### src/rtl/phi_copy_sequencer_pkg.sv
// Shared types and defaults for the phi copy sequencer: FSM state
// encoding, the copy-entry record and the default ID width/scratch ID.
package phi_copy_sequencer_pkg;

    localparam int unsigned DEF_ID_W = 16;
    localparam logic [DEF_ID_W-1:0] DEF_TEMP_ID = 16'hFFFF;

    typedef enum logic [2:0] {
        ST_COLLECT = 3'd0,
        ST_SCAN    = 3'd1,
        ST_EMIT    = 3'd2,
        ST_SAVE    = 3'd3,
        ST_FLUSH   = 3'd4
    } state_t;

    typedef struct packed {
        logic                valid;
        logic [DEF_ID_W-1:0] dest;
        logic [DEF_ID_W-1:0] src;
    } copy_entry_t;

endpackage

### src/rtl/phi_copy_sequencer_ready_picker.sv
// Combinational ready selection: an entry may be written once no other
// pending entry still reads its destination. Lowest index wins; the
// lowest pending entry is also reported as the cycle-breaking victim.
module copy_ready_picker #(
    parameter int unsigned N     = 8,
    parameter int unsigned ID_W  = 16,
    parameter int unsigned IDX_W = 3
) (
    input  logic [N-1:0]           pend,
    input  logic [N-1:0][ID_W-1:0] dest,
    input  logic [N-1:0][ID_W-1:0] src,
    output logic                   rdy_found,
    output logic [IDX_W-1:0]       rdy_idx,
    output logic                   pend_found,
    output logic [IDX_W-1:0]       pend_idx
);

    logic [N-1:0] blocked;
    logic [N-1:0] ready;

    // Compare matrix: entry i is blocked while any other pending entry reads dest[i]
    always_comb begin
        blocked = '0;
        for (int i = 0; i < int'(N); i++) begin
            for (int j = 0; j < int'(N); j++) begin
                if (i != j && pend[j] && src[j] == dest[i]) begin
                    blocked[i] = 1'b1;
                end
            end
        end
        ready = pend & ~blocked;
    end

    // Priority encoders: scanning downwards leaves the lowest set index
    always_comb begin
        rdy_found  = 1'b0;
        rdy_idx    = '0;
        pend_found = 1'b0;
        pend_idx   = '0;
        for (int i = int'(N) - 1; i >= 0; i--) begin
            if (ready[i]) begin
                rdy_found = 1'b1;
                rdy_idx   = IDX_W'(i);
            end
            if (pend[i]) begin
                pend_found = 1'b1;
                pend_idx   = IDX_W'(i);
            end
        end
    end

endmodule

### src/rtl/phi_copy_sequencer.sv
// Turns a batch of parallel phi copies (dest <- src) into a sequence of
// moves that never clobbers a value still needed, breaking copy cycles
// through a scratch ID.
module phi_copy_sequencer
    import phi_copy_sequencer_pkg::*;
#(
    parameter int unsigned     ID_W       = DEF_ID_W,
    parameter int unsigned     MAX_COPIES = 8,
    parameter logic [ID_W-1:0] TEMP_ID    = ID_W'(DEF_TEMP_ID)
) (
    input  logic            clk,
    input  logic            rst,
    input  logic            in_valid,
    output logic            in_ready,
    input  logic [ID_W-1:0] in_dest,
    input  logic [ID_W-1:0] in_src,
    input  logic            in_last,
    output logic            out_valid,
    input  logic            out_ready,
    output logic [ID_W-1:0] out_dest,
    output logic [ID_W-1:0] out_src,
    output logic            out_last,
    output logic            out_nop,
    output logic            err_overflow,
    output logic            err_dup
);

    localparam int unsigned IDX_W = (MAX_COPIES > 1) ? $clog2(MAX_COPIES) : 1;
    localparam int unsigned CNT_W = $clog2(MAX_COPIES + 1);

    state_t                          state, state_nxt;
    logic [MAX_COPIES-1:0]           ent_vld;
    logic [MAX_COPIES-1:0][ID_W-1:0] ent_dest;
    logic [MAX_COPIES-1:0][ID_W-1:0] ent_src;
    logic [CNT_W-1:0]                fill_cnt, pend_cnt, pend_after;
    logic                            first_pair;
    logic [IDX_W-1:0]                sel_idx;

    logic             rdy_found, pend_found;
    logic [IDX_W-1:0] rdy_idx, pend_idx, dup_idx;
    logic             accept, out_fire, last_pend;
    logic             self_copy, dup_hit, full, add_new, add_dup, add_ovf;

    logic             out_valid_nxt, out_last_nxt, out_nop_nxt;
    logic [ID_W-1:0]  out_dest_nxt, out_src_nxt;

    assign in_ready  = (state == ST_COLLECT);
    assign accept    = in_valid && in_ready;
    assign out_fire  = out_valid && out_ready;
    assign last_pend = (pend_cnt == CNT_W'(1));

    copy_ready_picker #(
        .N     (MAX_COPIES),
        .ID_W  (ID_W),
        .IDX_W (IDX_W)
    ) u_picker (
        .pend       (ent_vld),
        .dest       (ent_dest),
        .src        (ent_src),
        .rdy_found  (rdy_found),
        .rdy_idx    (rdy_idx),
        .pend_found (pend_found),
        .pend_idx   (pend_idx)
    );

    // Classify the incoming pair: self copy, duplicate destination, overflow or new entry
    always_comb begin
        dup_hit = 1'b0;
        dup_idx = '0;
        for (int i = 0; i < int'(MAX_COPIES); i++) begin
            if (ent_vld[i] && ent_dest[i] == in_dest) begin
                dup_hit = 1'b1;
                dup_idx = IDX_W'(i);
            end
        end
        self_copy  = (in_dest == in_src);
        full       = (fill_cnt == CNT_W'(MAX_COPIES));
        add_new    = accept && !self_copy && !dup_hit && !full;
        add_dup    = accept && !self_copy && dup_hit;
        add_ovf    = accept && !self_copy && !dup_hit && full;
        pend_after = pend_cnt + CNT_W'(add_new);
    end

    // State register
    always_ff @(posedge clk or posedge rst) begin
        if (rst) state <= ST_COLLECT;
        else     state <= state_nxt;
    end

    // Next-state logic
    always_comb begin
        state_nxt = state;
        case (state)
            ST_COLLECT: if (accept && in_last)
                            state_nxt = (pend_after == '0) ? ST_FLUSH : ST_SCAN;
            ST_SCAN:    if (rdy_found)       state_nxt = ST_EMIT;
                        else if (pend_found) state_nxt = ST_SAVE;
                        else                 state_nxt = ST_COLLECT;
            ST_EMIT:    if (out_fire) state_nxt = last_pend ? ST_COLLECT : ST_SCAN;
            ST_SAVE:    if (out_fire) state_nxt = ST_SCAN;
            ST_FLUSH:   if (out_fire) state_nxt = ST_COLLECT;
            default:    state_nxt = ST_COLLECT;
        endcase
    end

    // Output logic: next value of the registered move port; holds unless loading or retiring
    always_comb begin
        out_valid_nxt = out_valid;
        out_dest_nxt  = out_dest;
        out_src_nxt   = out_src;
        out_last_nxt  = out_last;
        out_nop_nxt   = out_nop;
        case (state)
            ST_COLLECT: if (accept && in_last && pend_after == '0) begin
                out_valid_nxt = 1'b1;
                out_dest_nxt  = '0;
                out_src_nxt   = '0;
                out_last_nxt  = 1'b1;
                out_nop_nxt   = 1'b1;
            end
            ST_SCAN: if (rdy_found) begin
                out_valid_nxt = 1'b1;
                out_dest_nxt  = ent_dest[rdy_idx];
                out_src_nxt   = ent_src[rdy_idx];
                out_last_nxt  = last_pend;
                out_nop_nxt   = 1'b0;
            end else if (pend_found) begin
                // Park the victim's current value in the scratch ID
                out_valid_nxt = 1'b1;
                out_dest_nxt  = TEMP_ID;
                out_src_nxt   = ent_dest[pend_idx];
                out_last_nxt  = 1'b0;
                out_nop_nxt   = 1'b0;
            end
            ST_EMIT, ST_SAVE, ST_FLUSH: if (out_fire) begin
                out_valid_nxt = 1'b0;
                out_dest_nxt  = '0;
                out_src_nxt   = '0;
                out_last_nxt  = 1'b0;
                out_nop_nxt   = 1'b0;
            end
            default: ;
        endcase
    end

    // Move port registers
    always_ff @(posedge clk or posedge rst) begin
        if (rst) begin
            out_valid <= 1'b0;
            out_dest  <= '0;
            out_src   <= '0;
            out_last  <= 1'b0;
            out_nop   <= 1'b0;
        end else begin
            out_valid <= out_valid_nxt;
            out_dest  <= out_dest_nxt;
            out_src   <= out_src_nxt;
            out_last  <= out_last_nxt;
            out_nop   <= out_nop_nxt;
        end
    end

    // Copy table, occupancy counters and sticky per-batch error flags
    always_ff @(posedge clk or posedge rst) begin
        if (rst) begin
            ent_vld      <= '0;
            ent_dest     <= '0;
            ent_src      <= '0;
            fill_cnt     <= '0;
            pend_cnt     <= '0;
            first_pair   <= 1'b1;
            sel_idx      <= '0;
            err_overflow <= 1'b0;
            err_dup      <= 1'b0;
        end else begin
            case (state)
                ST_COLLECT: if (accept) begin
                    // Errors of the previous batch stay visible until this batch starts
                    first_pair   <= in_last;
                    err_dup      <= (err_dup & ~first_pair) | add_dup;
                    err_overflow <= (err_overflow & ~first_pair) | add_ovf;
                    if (add_new) begin
                        ent_vld[IDX_W'(fill_cnt)]  <= 1'b1;
                        ent_dest[IDX_W'(fill_cnt)] <= in_dest;
                        ent_src[IDX_W'(fill_cnt)]  <= in_src;
                        fill_cnt <= fill_cnt + CNT_W'(1);
                        pend_cnt <= pend_cnt + CNT_W'(1);
                    end
                    if (add_dup) ent_src[dup_idx] <= in_src;
                end
                ST_SCAN: sel_idx <= rdy_idx;
                ST_EMIT: if (out_fire) begin
                    ent_vld[sel_idx] <= 1'b0;
                    pend_cnt         <= pend_cnt - CNT_W'(1);
                    if (last_pend) fill_cnt <= '0;
                end
                ST_SAVE: if (out_fire) begin
                    for (int i = 0; i < int'(MAX_COPIES); i++) begin
                        if (ent_vld[i] && ent_src[i] == out_src) ent_src[i] <= TEMP_ID;
                    end
                end
                ST_FLUSH: if (out_fire) fill_cnt <= '0;
                default: ;
            endcase
        end
    end

endmodule

### config.mk
export PLATFORM = sky130hd
export DESIGN_NAME = phi_copy_sequencer
export DESIGN_NICKNAME = d
export VERILOG_FILES = /design/src/rtl/phi_copy_sequencer_pkg.sv /design/src/rtl/phi_copy_sequencer_ready_picker.sv /design/src/rtl/phi_copy_sequencer.sv
export SDC_FILE = /design/constraint.sdc
export NUM_CORES = 2
export LEC_CHECK = 0
export CORE_AREA = 5 5 260 262
export CTS_CLUSTER_SIZE = 40
export DETAILED_ROUTE_END_ITERATION = 7
export DIE_AREA = 0 0 265 267
export HOLD_SLACK_MARGIN = 0.15
export SKIP_LAST_GASP = 1
export SLEW_MARGIN = 20
export SYNTH_ARGS = -nofsm -noshare
export SYNTH_HDL_FRONTEND = slang
export SYNTH_HIERARCHICAL = 1
export SYNTH_SLANG_ARGS = --single-unit
### constraint.sdc
create_clock -name clk -period 21.9 [get_ports clk]
set_clock_uncertainty 0.1 [all_clocks]
set_input_delay 3.285 -clock clk [delete_from_list [all_inputs] [get_ports clk]]
set_output_delay 3.285 -clock clk [all_outputs]
set_load 0.01 [all_outputs]
# Word level (Yosys, flattened, before mapping)
# Index checks and enable logic that the tools add are counted.
[word_totals] regBits=316 in_bits=37 output_inout_bits=38 word_cells=432
[classes] add_sub_neg=4 order_cmp=8 eq_ne=97 muxes=176 n_bitwise=10 n_reduce_logical=108
[op_table] cell="$eq 16x16->1" n=73
[op_table] cell="$mux 128" n=6
[op_table] cell="$bwmux 128" n=3
[op_table] cell="$mux 16" n=19
[op_table] cell="$pmux 128 s2" n=1
[op_table] cell="$bmux 16 s3" n=3
[op_table] cell="$demux 16 s3" n=2
[op_table] cell="$pmux 16 s3" n=2
[op_table] cell="$mux 1" n=91
[op_table] cell="$logic_and 1x1->1" n=84
[op_table] cell="$mux 3" n=27
[op_table] cell="$reduce_and 4->1" n=11
[op_table] cell="$mux 4" n=8
[op_table] cell="$ne 2x2->1 const B" n=13
[op_table] cell="$mux 8" n=3
[op_table] cell="$lt 3x4->1 const B" n=5
[op_table] cell="$and 8x8->8" n=2
[op_table] cell="$not 8->8" n=2
[op_table] cell="$pmux 8 s2" n=1
[op_table] cell="$pmux 3 s5" n=1
[op_table] cell="$pmux 4 s3" n=1
[op_table] cell="$ge 3x1->1 const B" n=3
[op_table] cell="$pmux 1 s3" n=3
[op_table] cell="$add 4x1->4 const B" n=2
[op_table] cell="25 further kinds" n=37

# Longest topological paths before layout
[depth] word_depth=23 ltp_mapped=21 mapped_depth_nobuf=16

# Hierarchy
# Netlist, hierarchy kept.
[by_module_without_submodules] module="phi_copy_sequencer" instances=1 cells_each=1686 area_each_um2=19474.9 seq_area_each_um2=7908.8
[by_module_without_submodules] module="copy_ready_picker" instances=1 cells_each=1541 area_each_um2=11937.7 seq_area_each_um2=0.0

# Worst setup path after synthesis
# Ideal clock, no wire load.
[synth_timing] path_type="input to register" from="in in_dest[3]" to="reg out_dest[12]" setup_time_ps=118 arrival_time_ps=6710 slack_ps=14971 stages=20 n_path_buf=6 path_cell_list="buf_4 buf_6 xor2_1 nor4_1 nand4_1 o22ai_1 nor4b_4 buf_6 nand2_1 inv_1 ha_1 ha_1 nor3_1 a31oi_1 or3_1 a211o_1 clkbuf_1 clkbuf_1 clkbuf_1 a21o_1"
[synth_via] elab_chain_len=18 word_cells_on_any_way=35 classes_between="add/sub (1); eq/ne (10); mux (8); reduce/logical (16)"
[synth_lines] item="start, declared" line_no="phi_copy_sequencer.sv:15" text="input logic [ID_W-1:0] in_dest,"
[synth_lines] item="$eq 16x16->1" line_no="phi_copy_sequencer.sv:71" text="if (ent_vld[i] && ent_dest[i] == in_dest) begin"
[synth_lines] item="$logic_and 1x1->1" line_no="phi_copy_sequencer.sv:71"
[synth_lines] item="$mux 1 (8 in a row)" line_no="phi_copy_sequencer.sv:71"
[synth_lines] item="$logic_not 1->1" line_no="phi_copy_sequencer.sv:78" text="add_new = accept && !self_copy && !dup_hit && !full;"
[synth_lines] item="$logic_and 1x1->1 (*) (2 in a row)" line_no="phi_copy_sequencer.sv:78"
[synth_lines] item="$add 4x1->4 (*)" line_no="phi_copy_sequencer.sv:81" text="pend_after = pend_cnt + CNT_W'(add_new);"
[synth_lines] item="$logic_not 4->1 (*)" line_no="phi_copy_sequencer.sv:114" text="ST_COLLECT: if (accept && in_last && pend_after == '0) begin"
[synth_lines] item="$logic_and 1x1->1 (*)" line_no="phi_copy_sequencer.sv:114"
[synth_lines] item="$ne 2x1->1 (no line) (*)"
[synth_lines] item="$reduce_and 4->1 (no line) (*)"
[synth_lines] item="end signal, assigned" line_no="phi_copy_sequencer.sv:156" text="out_dest <= out_dest_nxt;"
[synth_lines] item="end, declared" line_no="phi_copy_sequencer.sv:20" text="output logic [ID_W-1:0] out_dest,"
# Every way passes the cells marked *; elsewhere a longest branch is shown, timed or not.
# A chain may end at the register's enable or synchronous reset.

# Final worst setup path
[layout_timing] from="in in_dest[0]" to="reg out_src[0]"
[layout_via] elab_chain_len=18 word_cells_on_any_way=35 classes_between="add/sub (1); eq/ne (10); mux (8); reduce/logical (16)"
[layout_lines] item="$eq 16x16->1" line_no="phi_copy_sequencer.sv:71"
[layout_lines] item="$logic_and 1x1->1" line_no="phi_copy_sequencer.sv:71"
[layout_lines] item="$mux 1 (8 in a row)" line_no="phi_copy_sequencer.sv:71"
[layout_lines] item="$logic_not 1->1" line_no="phi_copy_sequencer.sv:78"
[layout_lines] item="$logic_and 1x1->1 (*) (2 in a row)" line_no="phi_copy_sequencer.sv:78"
[layout_lines] item="$add 4x1->4 (*)" line_no="phi_copy_sequencer.sv:81"
[layout_lines] item="$logic_not 4->1 (*)" line_no="phi_copy_sequencer.sv:114"
[layout_lines] item="$logic_and 1x1->1 (*)" line_no="phi_copy_sequencer.sv:114"
[layout_lines] item="$ne 2x1->1 (no line) (*)"
[layout_lines] item="$reduce_and 4->1 (no line) (*)"
[layout_lines] item="end signal, assigned" line_no="phi_copy_sequencer.sv:157" text="out_src <= out_src_nxt;"
[layout_lines] item="end, declared" line_no="phi_copy_sequencer.sv:21" text="output logic [ID_W-1:0] out_src,"
# Marked as above.

==> impl_results.md <==
- Area fraction of the dominant cell type after synthesis: 25.1%
- Buffer type at the clock tree root: clkbuf_16
- TritonCTS clock tree: built
- Data arrival at the endpoint of the critical path: 8.91 ns
- Peak per-stage delay on the critical path: 1.28 ns
- Worst-case vdd ir drop: 0.183 mV
- Final hold vios: 0
- Hold-fix buffers at CTS: 0
- Total Power Consumption: 6.86 mW
- Longest Clk Path Bufs: 3
- Worst EP required: 22.33 ns
- RSZ-0062 raised after global routing: false
- Cell type with the largest total area after synthesis: dfrtp_1
- Ordered cell list for the critical path: clkdlybuf4s50_1 -> xor2_1 -> nor4_1 -> nand4_1 -> o22ai_1 -> nor4b_4 -> nand2_1 -> inv_1 -> ha_1 -> nand2_1 -> xor2_1 -> a31oi_1 -> or3_1 -> a211o_4 -> a2111oi_0 -> a21o_1
- Chip Height: 267 um
- Core Footprint: 0.0652 mm2
- Aggregate negative setup slack: 0 ns
- Starting DRC count in detailed routing: 5437
- Die outline area: 0.0708 mm2
- Path type of the worst setup path: in -> reg
- Weighted congestion reported at the end of routability-driven placement: 1.11
- Lkg Pwr: 12.7 nW
- HPWL reported at the end of detailed placement: 115 mm
- Net Count, Synth: 3271
- Total I/O pin count: 75
- Failing checks: design-rule violations
- Count of cells along the worst hold path: 1
- Sequential share of the synthesized area: 25.2%
- Wire length of the first global-routing pass: 235 mm
- Top area cells in the synthesized netlist: dfrtp_1, xnor2_1, xor2_1, mux4_2, mux2_2
- Worst setup timing slack at the placement stage: 12.88 ns
- Pin count of the biggest net entering global routing: 125
- CP max FO: 69
- Vias after detailed routing: 29019
- Initial antenna violation count: 13
- Total stage count of the critical path: 16
- Post-detailed-route via-to-cell ratio: 7.29
- Clock latency reported for the late side of the worst-skew pair: 0.61 ns
- DRC violation count after routing: 2
- Number of synthesized flops with an enable pin: 0
- Number of buffers and inverters on the critical path: 2
- Total overflow reported by the global router: 0
- Starting density of the core: 48.2%
- Kind of end point of the critical path: register
- Post-layout nets: 3124
- Most frequent cell after synthesis: xnor2_1
- Kind of cell adding the most delay to the critical path: simple AND/OR/NAND/NOR gates
- Status: finished with violations
- Number of clock sinks: 316
- Flop and latch count out of synthesis: 316
- Drt first pass iters: 8
- Distinct cell type count of the synthesized netlist: 74
- Pins Over Slew Limit: 0
- Share of flip-flops with an asynchronous set or reset after synthesis: 100%
- Routed wire length per instance: 44.1 um
- Worst Setup Slack, final: 13.42 ns
- Max_cap viols: 0
- Post-detailed-routing wire length: 175 mm
- Min-delay worst type: reg -> reg
- Cells on worst reg2reg path: 14
- Antenna Nets Post-Route: 0
- Rel. slew slack: 12.3%
- # rows: 94
- Number of cells upsized or downsized after cts: 0
- Vias in the first global route: 27285
- Post-route clock period utilization: 38.7%
- Final period demand of the worst path: 8.48 ns
- Worst slack on hold paths: 0.376 ns
- Post-CTS Repair Setup Buffers: 0
- Most common library cells after synthesis: xnor2_1, xor2_1, dfrtp_1
- Synth Warn #: 6
- Highest-delay cell along the critical path: clkdlybuf4s50_1
- Most instantiated flip-flop cell in the synthesis netlist: dfrtp_1
- Slew at the pin closest to its max-slew limit: 1.32 ns
- Share of post-route cells with drive strength above 1: 15.2%
- Number of H-tree branching levels: 2
- Post-synthesis cell count: 3227
- Number of clock buffers inserted by TritonCTS: 39
- Synthesized area per cell: 9.73 um2
- Fmax: 118 MHz
- Total power per unit cell area: 206 mW/mm2
- IO buf count: 74
- Area added between synthesis and finish: 5.84%
- Clock transition time at the flip-flop clock pins of the worst setup and hold paths: 0.06 ns
- Synth Cell Area: 0.0314 mm2
- Startpoint type of the worst setup path: input port
- Global Route Usage Sum: 47.6%
- Final setup violation count: 0
- Chip Width: 265 um
area by class of cell:
| cell class | instances | area, um2 |
|---|---|---|
| Sequential cell | 316 | 7910 |
| Antenna cell | 5 | 12.5 |
| Multi-Input combinational cell | 2476 | 21000 |
| Fill cell | 5972 | 31900 |
| Inverter | 29 | 116 |
| Clock inverter | 13 | 149 |
| Timing Repair Buffer | 218 | 1830 |
| Clock buffer | 57 | 1190 |
| Tap cell | 864 | 1080 |
report_power, final:
part           leakage [nW]  switching, mW  internal [mW]  total [mW]
clock network         0.652          0.287          0.402       0.689
logic                  8.10           2.03           1.83        3.86
registers              3.92           1.49          0.821        2.31
cells in the final DEF (no fill, tap or decap), types with 5 or more instances in the layout:
cell	synthesis	routed
a311o_1	10	10
nand3_1	92	92
nand4_1	169	169
clkbuf_1	71	6
buf_4	95	143
a2111oi_0	16	16
dfrtp_1	315	313
nand2b_1	5	5
clkbuf_16	0	41
and3_1	20	20
nand2_1	124	124
and2_1	17	17
mux4_2	96	96
clkbuf_8	0	10
nor4_1	131	129
clkdlybuf4s50_1	0	74
a21o_1	34	34
nor2b_1	52	50
xor2_1	412	412
a211o_1	33	32
a31oi_1	9	7
mux2i_1	87	87
diode_2	0	5
ha_1	7	7
nor2_1	55	54
nor4_2	17	19
o211ai_1	36	36
nor3_1	46	44
mux2_2	106	106
inv_1	29	28
a211oi_1	33	33
xnor2_1	760	760
a21oi_1	44	43
mux2_4	6	6
routing by layer:
layer	track usage (%)	vias to the layer above	wire (um)
li1	-	10831	-
met1	59.2	14311	62600
met2	65.9	2921	68700
met3	21.9	936	27600
met4	31.8	20	16200
met5	1.49	-	318
stage by stage:
| stage | util, % | cells | area (um2) |
|---|---|---|---|
| 5_1_grt | 51.0 | 3973 | 33200 |
| 4_1_cts | 51.0 | 3972 | 33200 |
| 6_report | 51.0 | 3978 | 33200 |
| 3_5_place_dp | 48.9 | 3902 | 31900 |
| 2_1_floorplan | - | 3227 | 31400 |
| 3_3_place_gp | 48.9 | 3902 | 31900 |
state kept, by name (all words and copies together) (netlist names):
register	flops
fill_cnt	4
out_last	1
sel_idx	3
err_dup	1
out_nop	1
ent_dest	128
out_src	16
ent_vld	8
out_valid	1
out_dest	16
first_pair	1
ent_src	128
state	3
pend_cnt	4
err_overflow	1
final timing paths:
path,start,to,slack (ns)
worst max-delay path,in_dest[0],out_src[0]$_DFFE_PP0P_,13.42
worst min-delay path,out_dest[2]$_DFFE_PP0P_,out_dest[2]$_DFFE_PP0P_,0.38
worst max register to register,ent_src[35]$_DFFE_PP0P_,out_src[0]$_DFFE_PP0P_,16.00
worst min register to register,out_dest[2]$_DFFE_PP0P_,out_dest[2]$_DFFE_PP0P_,0.38
max in group asynchronous,rst,ent_dest[66]$_DFFE_PP0P_,15.22
min in group asynchronous,rst,ent_src[70]$_DFFE_PP0P_,3.19
cell families after synthesis:
| family | synth area share, % |
|---|---|
| adder cells (fa/ha/maj) | 0.279 |
| AND/OR/NAND/NOR | 13.9 |
| XOR/XNOR | 32.7 |
| multiplexers | 13.9 |
| AO/OA/AOI/OAI | 5.64 |
| flip-flops | 25.2 |
| buffers and inverters | 8.39 |
(Power assumes the default switching activity.)
